**config.mk**
```make
export PLATFORM = sky130hd
export DESIGN_NAME = vec_pipe_scoreboard
export DESIGN_NICKNAME = d
export VERILOG_FILES = /design/src/rtl/vec_pipe_scoreboard.sv
export SDC_FILE = /design/constraint.sdc
export NUM_CORES = 1
export LEC_CHECK = 0
export CORE_UTILIZATION = 35
export DETAILED_ROUTE_END_ITERATION = 12
export SLEW_MARGIN = 10
export SYNTH_ARGS = -nofsm -noshare
export SYNTH_HDL_FRONTEND = slang
export SYNTH_SLANG_ARGS = --single-unit
```
**constraint.sdc**
```tcl
create_clock -name clk -period 5 [get_ports clk]
set_clock_uncertainty 0.05 [all_clocks]
set_input_delay 1 -clock clk [delete_from_list [all_inputs] [get_ports clk]]
set_output_delay 1 -clock clk [all_outputs]
set_load 0.05 [all_outputs]
```
**src/rtl/vec_pipe_scoreboard.sv**
```systemverilog
// Vector-op carrier pipe with per-register RAW scoreboard; DEPTH cycles issue-to-retire, 1 op/cycle.
// Backpressure: out_ready stalls fill bubbles upstream; in_ready drops on a full pipe, a source hazard or flush.
module vec_pipe_scoreboard #(
  parameter int REG_W    = 8,
  parameter int LANES    = 4,
  parameter int SEL_BITS = 4,
  parameter int DEPTH    = 3,
  parameter int CTRL_W   = 8
) (
  input  logic                      clk,
  input  logic                      rst,
  input  logic                      in_valid,
  output logic                      in_ready,
  input  logic [SEL_BITS-1:0]       in_rs1,
  input  logic                      in_rs1_used,
  input  logic [SEL_BITS-1:0]       in_rs2,
  input  logic                      in_rs2_used,
  input  logic [SEL_BITS-1:0]       in_rd,
  input  logic                      in_rd_we,
  input  logic [CTRL_W-1:0]         in_ctrl,
  input  logic [LANES*REG_W-1:0]    in_data,
  input  logic                      flush,
  output logic                      out_valid,
  input  logic                      out_ready,
  output logic [SEL_BITS-1:0]       out_rd,
  output logic                      out_rd_we,
  output logic [CTRL_W-1:0]         out_ctrl,
  output logic [LANES*REG_W-1:0]    out_data,
  output logic                      raw_stall,
  output logic                      busy
);

  localparam int DATA_W = LANES * REG_W;
  localparam int NREG   = 1 << SEL_BITS;
  localparam int CNT_W  = $clog2(DEPTH + 1);

  typedef struct packed {
    logic [SEL_BITS-1:0] rd;
    logic                rdWe;
    logic [CTRL_W-1:0]   ctrl;
    logic [DATA_W-1:0]   data;
  } opT;

  opT               stage [DEPTH];
  logic [DEPTH-1:0] stageVld;
  logic [DEPTH-1:0] adv;
  logic [CNT_W-1:0] cnt [NREG];
  logic [NREG-1:0]  incVec;
  logic [NREG-1:0]  decVec;
  logic             hit;
  logic             accept;
  logic             retire;
  opT               issueOp;

  // adv[i]: stage i may hand its contents downstream this cycle.
  always_comb begin
    logic room;
    room           = out_ready || !stageVld[DEPTH-1];
    adv            = '0;
    adv[DEPTH-1]   = room;
    for (int i = DEPTH - 2; i >= 0; i--) begin
      room   = room || !stageVld[i+1];
      adv[i] = room;
    end
  end

  // No bypass: a source whose writer retires this cycle still counts as pending.
  assign hit       = (in_rs1_used && cnt[in_rs1] != '0) || (in_rs2_used && cnt[in_rs2] != '0);
  assign in_ready  = adv[0] && !hit && !flush;
  assign accept    = in_valid && in_ready;
  assign raw_stall = in_valid && hit && !flush;
  assign retire    = stageVld[DEPTH-1] && out_ready;

  assign issueOp = '{rd: in_rd, rdWe: in_rd_we, ctrl: in_ctrl, data: in_data};

  always_ff @(posedge clk or negedge rst) begin
    if (!rst) begin
      stageVld <= '0;
      for (int i = 0; i < DEPTH; i++) stage[i] <= '0;
    end else if (flush) begin
      stageVld <= '0;
    end else begin
      for (int i = DEPTH - 1; i > 0; i--) begin
        if (adv[i-1]) begin
          stage[i]    <= stage[i-1];
          stageVld[i] <= stageVld[i-1];
        end
      end
      if (adv[0]) begin
        stageVld[0] <= accept;
        if (accept) stage[0] <= issueOp;
      end
    end
  end

  assign incVec = (accept && in_rd_we) ? (NREG'(1) << in_rd) : '0;
  assign decVec = (retire && stage[DEPTH-1].rdWe) ? (NREG'(1) << stage[DEPTH-1].rd) : '0;

  // A retire during flush is delivered, but the clear wins over its decrement.
  always_ff @(posedge clk or negedge rst) begin
    if (!rst) begin
      for (int r = 0; r < NREG; r++) cnt[r] <= '0;
    end else if (flush) begin
      for (int r = 0; r < NREG; r++) cnt[r] <= '0;
    end else begin
      for (int r = 0; r < NREG; r++) begin
        if (incVec[r] && !decVec[r]) cnt[r] <= cnt[r] + CNT_W'(1);
        else if (decVec[r] && !incVec[r]) cnt[r] <= cnt[r] - CNT_W'(1);
      end
    end
  end

  assign out_valid = stageVld[DEPTH-1];
  assign out_rd    = stage[DEPTH-1].rd;
  assign out_rd_we = stage[DEPTH-1].rdWe;
  assign out_ctrl  = stage[DEPTH-1].ctrl;
  assign out_data  = stage[DEPTH-1].data;
  assign busy      = |stageVld;

endmodule
```
Yosys cells after proc, flatten, opt, wreduce, memory -nomap -nowiden. Cells that the tools add are included.

Flip-flop bits (word level): 170. Bits in latches: 0. Memory bits (writable): 0. Bits in read-only memories: 0. Input port bits: 60. Output and inout bits: 49. Word-level logic and storage cells: 220. Memories: 0.

Add/sub/neg operators: 32. Multipliers: 0. Divide/modulo/power cells: 0. Magnitude comparators: 2. Eq/ne operators: 0. Shift operators: 2. Multiplexer cells: 45. Bitwise logic cells: 3. Reductions and logical operators: 106.

Operators with widths (count): $mux 2 (36); $reduce_bool 3->1 (16); $logic_and 1x1->1 (42); $logic_not 1->1 (36); $add 2x1->2 const B (16); $mux 16 (2); $mux 32 (1); $shl 1x4->16 const A (2); $sub 2x1->2 const B (16); $bmux 2 s4 (2); $ge 5x5->1 const B (2); $not 4->5 (2); $reduce_bool 2->1 (4); $logic_or 1x1->1 (4); $reduce_and 2->1 (2); $mux 1 (3); $mux 3 (1); $reduce_and 3->1 (1); $reduce_or 3->1 (1); $not 1->1 (1).

Depth between registers and ports, before layout.
Depth in word-level cells: 18. Depth in mapped cells: 10. Mapped depth without buffers: 8.

Worst setup path after synthesis. OpenSTA, ideal clock, no wires.

Path kind: in2out. From: input in_rs2[2]. To: output raw_stall. Arrival: 3132 ps. Required time: 3950 ps. Slack: 818 ps. Cell stages on the path: 6. Path buffers: 2. Cells stage by stage: clkbuf_1 -> mux4_2 -> nand3_1 -> nand4b_2 -> buf_2 -> a21oi_1.

Cells in the longest elaborated chain, start to end: 9.

RTL lines: start, declared (RTL line 16) `input logic [SEL_BITS-1:0] in_rs2,`; $not 4->5 (not written as such) (RTL line 68) `assign hit = (in_rs1_used && cnt[in_rs1] != '0) || (in_rs2_used && cnt[in_rs2] != '0);`; $bmux 2 s4 (RTL line 68); $mux 2 (not written as such) (2 in series) (RTL line 68); $reduce_bool 2->1 (RTL line 68); $logic_and 1x1->1 (RTL line 68); $logic_or 1x1->1 (RTL line 68); $logic_and 1x1->1 (2 in series) (RTL line 71) `assign raw_stall = in_valid && hit && !flush;`; end, declared (RTL line 29) `output logic raw_stall,`.

No other way between the ends. The select of a mux whose other input is x is not followed.

Worst setup path after layout.
From: input in_rs2[2]. To: output in_ready.

Cells in the longest elaborated chain, start to end: 10.

RTL lines: $not 4->5 (not written as such) (RTL line 68); $bmux 2 s4 (RTL line 68); $mux 2 (not written as such) (2 in series) (RTL line 68); $reduce_bool 2->1 (RTL line 68); $logic_and 1x1->1 (RTL line 68); $logic_or 1x1->1 (RTL line 68); $logic_not 1->1 (RTL line 69) `assign in_ready = adv[0] && !hit && !flush;`; $logic_and 1x1->1 (2 in series) (RTL line 69); end, declared (RTL line 13) `output logic in_ready,`.

No other way between the ends. The select of a mux whose other input is x is not followed.

==> report_table.html <==
<table>
<tr><th>Metric</th><th>Value</th></tr>
<tr><th colspan="2">Detailed routing</th></tr>
<tr><td>Final routed wire length divided by cell count</td><td>15.6 microns</td></tr>
<tr><td>Via Count</td><td>5,410</td></tr>
<tr><td>Iteration-0 DRC count of the detailed router</td><td>307</td></tr>
<tr><td>Total detailed-routing wirelength</td><td>17.7 mm</td></tr>
<tr><td>DR DRC count</td><td>0</td></tr>
<tr><td>First-pass iteration count of the detailed router</td><td>4</td></tr>
<tr><td>Post-route antenna net violation count</td><td>0</td></tr>
<tr><td>Detail-routed via count per cell</td><td>4.76</td></tr>
<tr><th colspan="2">Worst setup path</th></tr>
<tr><td>Worst reg-to-reg setup slack</td><td>1990 ps</td></tr>
<tr><td>Critical path peak fanout</td><td>18</td></tr>
<tr><td>Kind of start point of the critical path</td><td>input port</td></tr>
<tr><td>Endpoint class of the critical path</td><td>output port</td></tr>
<tr><td>CP Data Required Time</td><td>3950 ps</td></tr>
<tr><td>Worst reg2reg startpoint</td><td>cnt[16]$_DFFE_PN0P_</td></tr>
<tr><td>Cells along the critical path</td><td>clkdlybuf4s50_1 -&gt; mux4_2 -&gt; nand3_1 -&gt; nand4b_2 -&gt; nand3_2 -&gt; clkinv_2 -&gt; buf_12</td></tr>
<tr><td>Crit path largest cell delay</td><td>~660 ps</td></tr>
<tr><td>Worst Reg-to-Reg Cells</td><td>9</td></tr>
<tr><td>Launch point of the worst path</td><td>in_rs2[2]</td></tr>
<tr><td>CP Buf/Inv Count</td><td>3</td></tr>
<tr><td>Crit path kind</td><td>in2out</td></tr>
<tr><td>End of the worst register-to-register path</td><td>stage[129]$_DFFE_PN0P_</td></tr>
<tr><td>Critical path capture point</td><td>in_ready</td></tr>
<tr><td>Crit path arrival time</td><td>about 3400 ps</td></tr>
<tr><td>Critical-path cell with the highest stage delay</td><td>clkdlybuf4s50_1</td></tr>
<tr><td>Family of cells with the greatest summed delay on the critical path</td><td>buffers and inverters</td></tr>
<tr><td>Number of cells on the critical path</td><td>7</td></tr>
<tr><th colspan="2">Synth</th></tr>
<tr><td>Instance count of the mapped netlist</td><td>between 700 and 800</td></tr>
<tr><td>Share of synthesized flip-flops with an asynchronous set or reset</td><td>100%</td></tr>
<tr><td>Cell type contributing the most total cell area after synthesis</td><td>dfrtp_1</td></tr>
<tr><td>Commonest register cell after synthesis</td><td>dfrtp_1</td></tr>
<tr><td>Avg Cell Area, Syn</td><td>10.9 sq um</td></tr>
<tr><td>Warnings, synthesis</td><td>0</td></tr>
<tr><td>Number of synthesized flops with an enable pin</td><td>0</td></tr>
<tr><td>Area of the mapped netlist</td><td>8180 sq um</td></tr>
<tr><td>Seq cells post-synth</td><td>between 150 and 200</td></tr>
<tr><td>Post-Syn Nets</td><td>812</td></tr>
<tr><td>Seq/Total Area, Yosys</td><td>52.0%</td></tr>
<tr><td>Largest cells by area after synthesis</td><td>dfrtp_1 (52%), mux2_2 (8.8%), mux2_4 (7.2%)</td></tr>
<tr><td>Fraction of synthesized cell area taken by the top area cell type</td><td>a little over half</td></tr>
<tr><td>Unique masters post-synth</td><td>48</td></tr>
<tr><th colspan="2">Placement</th></tr>
<tr><td>Worst setup slack after placement</td><td>601 ps</td></tr>
<tr><td>Buffers on Ports</td><td>108</td></tr>
<tr><td>Gp weighted congestion</td><td>around 0.86</td></tr>
<tr><td>Half-perimeter wire length after placement</td><td>11.7 mm</td></tr>
<tr><th colspan="2">Timing</th></tr>
<tr><td>Fin worst setup slack</td><td>583 ps</td></tr>
<tr><td>Final Setup Violations</td><td>0</td></tr>
<tr><td>Part of the cycle the worst path needs</td><td>88.3%</td></tr>
<tr><td>Max Clk Rate</td><td>0.226 GHz</td></tr>
<tr><td>Final slew viol count</td><td>0</td></tr>
<tr><td>Measured slew at the worst slew-check pin</td><td>roughly 800 ps</td></tr>
<tr><td>Headroom to the max-slew limit</td><td>48.0%</td></tr>
<tr><td>Setup TNS Final</td><td>0 ps</td></tr>
<tr><td>RSZ-0062 raised after global routing</td><td>false</td></tr>
<tr><td>Final critical delay including setup and external delays</td><td>about 4400 ps</td></tr>
<tr><td>Hold Vio Cnt, Final</td><td>0</td></tr>
<tr><th colspan="2">Clocking</th></tr>
<tr><td>Clock root buffer master</td><td>clkbuf_16</td></tr>
<tr><td>Sinks on Clock Net</td><td>between 150 and 200</td></tr>
<tr><td>Later-pin clock latency in the skew report</td><td>between 400 and 500 ps</td></tr>
<tr><td>Maximum level of the CTS H-tree</td><td>4</td></tr>
<tr><td>TritonCTS buffer count</td><td>17</td></tr>
<tr><td>CTS tree</td><td>built</td></tr>
<tr><td>Total of hold buffers inserted after clock tree synthesis</td><td>0</td></tr>
<tr><td>Buffers from clock root to sink, at most</td><td>2</td></tr>
<tr><td>Worst-path clk slew</td><td>70 ps</td></tr>
<tr><td>CTS-repair resized insts</td><td>0</td></tr>
<tr><td>Postcts setup bufs</td><td>0</td></tr>
<tr><th colspan="2">Pwr</th></tr>
<tr><td>Leak</td><td>4.57 nW</td></tr>
<tr><td>Switching power as a share of total power</td><td>32.7%</td></tr>
<tr><td>Switching power summed over all nets</td><td>around 1.4 mW</td></tr>
<tr><td>Design internal power</td><td>2.83 mW</td></tr>
<tr><td>Worst IR drop on VDD</td><td>0.222 mV</td></tr>
<tr><td>Clock Power Share</td><td>33.2%</td></tr>
<tr><td>Power density of the placed cells</td><td>roughly 420 nW/um^2</td></tr>
<tr><td>Share of total power in sequential cells</td><td>a little over two fifths</td></tr>
<tr><td>Combinational share of power</td><td>24.4%</td></tr>
<tr><th colspan="2">Die</th></tr>
<tr><td>Die Width</td><td>155 microns</td></tr>
<tr><td>Number of top-level pins</td><td>109</td></tr>
<tr><td>Die area</td><td>24,000 sq um</td></tr>
<tr><td>Y dimension of the die</td><td>155 microns</td></tr>
<tr><td>Number of rows in the core area</td><td>55</td></tr>
<tr><td>Initial Utilization</td><td>35.9%</td></tr>
<tr><td>CORE AREA</td><td>roughly 23,000 sq um</td></tr>
<tr><th colspan="2">Final layout</th></tr>
<tr><td>Net count of the finished layout</td><td>870</td></tr>
<tr><td>Final core utilization</td><td>43.4%</td></tr>
<tr><td>Leading cell types in the layout, fill and taps excluded</td><td>dfrtp_1 (170), nand2_1 (152), clkdlybuf4s50_1 (104)</td></tr>
<tr><td>Fill count</td><td>2,152</td></tr>
<tr><td>Share of post-route cells with drive strength above 1</td><td>19.8%</td></tr>
<tr><td>Syn-to-layout area delta</td><td>21.0%</td></tr>
<tr><td>Most common cell after layout, fill and taps aside</td><td>dfrtp_1</td></tr>
<tr><td>Number of inserted diodes</td><td>0</td></tr>
<tr><th colspan="2">GRT</th></tr>
<tr><td>Number of antenna violations at the first check in global routing</td><td>0</td></tr>
<tr><td>Global-route wire length before repair</td><td>28.9 mm</td></tr>
<tr><td>Overall fraction of global-route tracks in use</td><td>15.7%</td></tr>
<tr><td>Via count of the first global-routing pass</td><td>~5,300</td></tr>
<tr><td>Gr ovfl total</td><td>0</td></tr>
<tr><td>Largest net degree at the start of global routing</td><td>92</td></tr>
<tr><th colspan="2">Run</th></tr>
<tr><td>Maximum capacitance violations</td><td>0</td></tr>
<tr><th colspan="2">Hold path</th></tr>
<tr><td>Worst min-delay path class</td><td>reg2reg</td></tr>
<tr><th colspan="2">Run status</th></tr>
<tr><td>Outcome</td><td>finished clean</td></tr>
</table>
[synth_stat cells, types with 2 or more instances]
master / count
nand2b_1: 10
nand2_1: 152
or3_1: 5
and3b_1: 2
dfrtp_1: 170
a31oi_1: 2
nor2b_1: 16
mux2_2: 64
buf_6: 5
mux4_2: 5
nand3b_1: 3
a21oi_1: 11
o21a_1: 3
o21ai_0: 5
xnor2_1: 15
nor3_1: 17
nand4_1: 3
mux2_4: 39
nor4_1: 16
buf_1: 7
nor2_1: 73
mux2i_1: 13
inv_1: 3
and2_1: 8
clkbuf_1: 20
buf_4: 45
nand3_1: 19
[flip-flops by register name (all words and copies together), names as in the netlist]
signal and cells:
cnt 32, out_ctrl 8, out_data 32, out_rd 4, out_rd_we 1, stage 90, stageVld 3
[power groups by stage]
stage	clock (mW)	sequential, mW	combinational, mW
after floorplan	0	1.75	0.844
after global placement	0	1.81	1.02
after detailed placement	0	1.81	1.03
after CTS	1.44	1.79	1.04
after global routing	1.49	1.82	1.09
final	1.39	1.78	1.02
[worst reg2reg max path, stage by stage, from the launching register on]
cell,delay [ps]
dfrtp_1,410
nor2_1,100
mux4_2,470
nand3b_1,110
nand4b_2,430
nand3_2,280
clkinv_2,150
nand2_4,260
buf_12,280
mux2_2,370
[how the worst min path moves through the flow]
stage / from / to / cells past startpoint
floorplan: stage[121]$_DFFE_PN0P_ / stage[76]$_DFFE_PN0P_ / 2
global placement: stage[130]$_DFFE_PN0P_ / stage[85]$_DFFE_PN0P_ / 2
detailed placement: stage[133]$_DFFE_PN0P_ / stage[88]$_DFFE_PN0P_ / 2
CTS: stage[130]$_DFFE_PN0P_ / stage[85]$_DFFE_PN0P_ / 2
global route: stage[133]$_DFFE_PN0P_ / stage[88]$_DFFE_PN0P_ / 2
finish: stage[133]$_DFFE_PN0P_ / stage[88]$_DFFE_PN0P_ / 2
[layer usage]
metal / vias up / GRT usage, % / wire (microns)
met2: 136 / 23.8 / 8020
met3: 19 / 4.43 / 1110
met5: - / 0 / 0
li1: 2614 / - / -
met1: 2641 / 21.6 / 8370
met4: 0 / 5.28 / 232
[stage by stage]
step	cells	instance area [sq um]	total power, mW	hold slack [ps]
finish	1136	9890	4.20	418
global route	1136	9890	4.41	425
CTS	1136	9890	4.26	416
detailed placement	1104	9270	2.84	400
global placement	1104	9270	2.83	391
floorplan	752	8180	2.60	383
[cells by family after synthesis]
| logic type | count (synthesis) | synth area share [%] |
|---|---|---|
| xor gates and xnor gates | 16 | 1.71 |
| and+or+nand+nor | 332 | 18.4 |
| DFF | 170 | 52.0 |
| buffers and inverters | 82 | 6.32 |
| muxes | 121 | 18.9 |
| AOI/OAI and AO/OA | 31 | 2.59 |
[final cells by class]
| cell class | instances | area (sq um) | share of cell area (%) |
|---|---|---|---|
| clock inverters | 15 | 203 | 2.05 |
| flip-flops and latches | 170 | 4250 | 43.0 |
| clock buffers | 17 | 425 | 4.30 |
| inverters | 4 | 16.3 | 0.164 |
| well taps | 313 | 392 | 3.96 |
| repair buffers | 117 | 1180 | 11.9 |
| multi-input cells | 500 | 3430 | 34.6 |
(Power assumes the default switching activity.)
==> variant, RTL diff (same flow settings) <==
Make the reset (`rst`) synchronous in 2 clocked blocks.
--- a/src/rtl/vec_pipe_scoreboard.sv
+++ b/src/rtl/vec_pipe_scoreboard.sv
@@ -75,3 +75,3 @@
 
-  always_ff @(posedge clk or negedge rst) begin
+  always_ff @(posedge clk) begin
     if (!rst) begin
@@ -99,3 +99,3 @@
   // A retire during flush is delivered, but the clear wins over its decrement.
-  always_ff @(posedge clk or negedge rst) begin
+  always_ff @(posedge clk) begin
     if (!rst) begin
Function: differs if rst is asserted again (counterexample within 4 cycles, from zero or initial values and one cycle with rst low); with rst held inactive, the same outputs for 4 cycles.
==> variant against the original RTL <==
- die area decreased by 1.7%
- maximum frequency is 1.5% lower
- cell count decreased by 12%
- setup slack worse by 0.069 ns
- via count shrank 5.2%
- synthesized area fell by 1.7%
- cell area shrank 2.6%
- routed wire length is 5.4% lower
- sequential cell count unchanged
- first-iteration DRC count rose by 36%
- critical endpoint is now raw_stall
- largest cell class unchanged
- highest routed layer unchanged
Power is not compared: it rests on default switching activity, and its combinational part moved more than twofold at a synthesized area within 25%.
==> variant: results (changes against the original RTL) <==
Hold Crit Class - flop to flop
Max FO, Critical Path - 11 (-7)
# diodes - 0 (unchanged)
Synth Warn # - 0 (unchanged)
Async SR Flop Fraction - 0% (-100 points)
FF-to-FF setup slack - 2.04 ns (+0.05 ns)
Hold Path Stages - 2 (unchanged)
Worst R2R Path Depth - 7 (-2)
fin cells - 1000 (-12%)
P_int - 2.42 mW
nets - 762 (-12%)
dominant cells by area after synthesis - edfxtp_1 (62%), and3_1 (11%), buf_4 (4.1%)
VDD IR max - 0.000230 V
Synth Instances - 655 (-13%)
Synth cell types - 42 (-13%)
share of layout cells above drive strength 1 - 8.39% (-11 points)
final RePlAce weighted congestion - 0.899 (+4.8%)
syn nets - 715 (-12%)
Inst Count DP - 968 (-12%)
HP Start - stageVld[1]
RR Startpoint - cnt[7][0]
Post-synth top cells - edfxtp_1 (167), and3_1 (136), nor2_1 (46), buf_4 (44), clkbuf_1 (40)
GRT Util Overall - 14.8% (-0.91 points)
outcome - finished, final reports clean
1st-pass router iterations - 5 (+1)
Max Root-Sink Buffers - 2 (unchanged)
Post-synth EDFFs - 167 (+167)
Post-synth top flop - edfxtp_1
Rel. slew slack - 29.5% (-18 points)
post_cts resized - 0 (unchanged)
leakage power - 3.86 nW
CTS Root Cell - clkbuf_16
vias per cell - 5.13 (+7.7%)
largest net degree at the start of global routing - 104 (+13%)
final WL - 16800 um (-5.4%)
Seq/Total Area, Yosys - 63.2% (+11 points)
initial antenna violation count - 0 (unchanged)
post-CTS setup buffers - 0 (unchanged)
Iter 0 DRT Violations - 416 (+36%)
Final HPWL DP - 11500 um (-2.0%)
Max H-tree Level - 4 (unchanged)
clk_lat worst skew - 0.43 ns (about the same)
total CTS buffers - 17 (unchanged)
Worst EP arrival - 3.44 ns (+0.07 ns)
first-pass GRT wire length - 26900 um (-7.0%)
start point of the critical path - in_rs2[2]
Clock Pin Slew Worst Setup and Hold Paths - 0.07 ns (about the same)
vias in the first global route - 5054 (-5.4%)
GRT Residual Overflow - 0 (unchanged)
## variant: cell count changes in the layout (fill, tap and decap cells not counted), sizes merged, moves of 7 or more
cell,unedited run,this run
mux2i,13,6
nand2,153,28
xor2,1,13
and3,1,136
mux2,103,0
nor2b,16,5
nor3,18,29
nor2,73,46
dfrtp,170,0
edfxtp,0,167
## variant: final timing paths
| kind | to |
|---|---|
| setup / recovery | raw_stall |
| hold / removal | stageVld[2] |
| setup reg to reg | stage[0][35] |
| hold reg to reg | stageVld[2] |
## variant: power groups by stage
stage | Combinational [mW] | Clock (mW) | Sequential [mW]
global route | 0.365 | 1.34 | 1.68
floorplan | 0.232 | 0 | 1.69
CTS | 0.344 | 1.28 | 1.67
detailed placement | 0.342 | 0 | 1.70
global placement | 0.336 | 0 | 1.70
finish | 0.342 | 1.24 | 1.67
## variant: cell type report
| cell class | instances | area [um^2] |
|---|---|---|
| clock inverter | 14 | 130 |
| tap | 285 | 357 |
| multi-input combinational | 392 | 2480 |
| clock buffer | 18 | 429 |
| inverter | 5 | 18.8 |
| fill | 2103 | 12900 |
| timing repair buffer | 116 | 1150 |
| sequential | 170 | 5070 |
## variant: layer usage
metal | track usage [%] | share of wire, %
met1 | 18.9 | 44
met2 | 24.2 | 49
met3 | 3.16 | 4.6
met4 | 6.67 | 1.9
met5 | 0 | 0
## variant: worst max-delay path: stages
cell and delay [ns]:
clkdlybuf4s50_1 0.72, mux4_2 0.56, and2_0 0.18, a221o_1 0.33
and2_0 0.18, nor3_1 0.28, buf_12 0.19
## variant: cell families (layout without fill, tap and decap cells)
kind of cell / Yosys count / after routing / share of synthesized area (%)
AND/OR/NAND/NOR: 317 / 317 / 21.8
flip-flops: 170 / 170 / 63.2
multiplexers: 10 / 10 / 1.87
XOR/XNOR: 32 / 32 / 3.49
AO/OA/AOI/OAI: 33 / 33 / 3.10
buffers and inverters: 93 / 153 / 6.54
## variant: metrics by stage
| stage | power, mW | hold WS [ns] | setup slack, ns | utilization [%] | area [um^2] |
|---|---|---|---|---|---|
| CTS | 3.29 | 0.453 | 0.537 | 42.7 | 9630 |
| finish | 3.25 | 0.456 | 0.514 | 42.7 | 9630 |
| global route | 3.38 | 0.503 | 0.394 | 42.7 | 9630 |
| floorplan | 1.93 | 0.398 | 0.201 | - | 8040 |
| global placement | 2.04 | 0.411 | 0.583 | 40.2 | 9070 |
| detailed placement | 2.04 | 0.432 | 0.536 | 40.2 | 9070 |
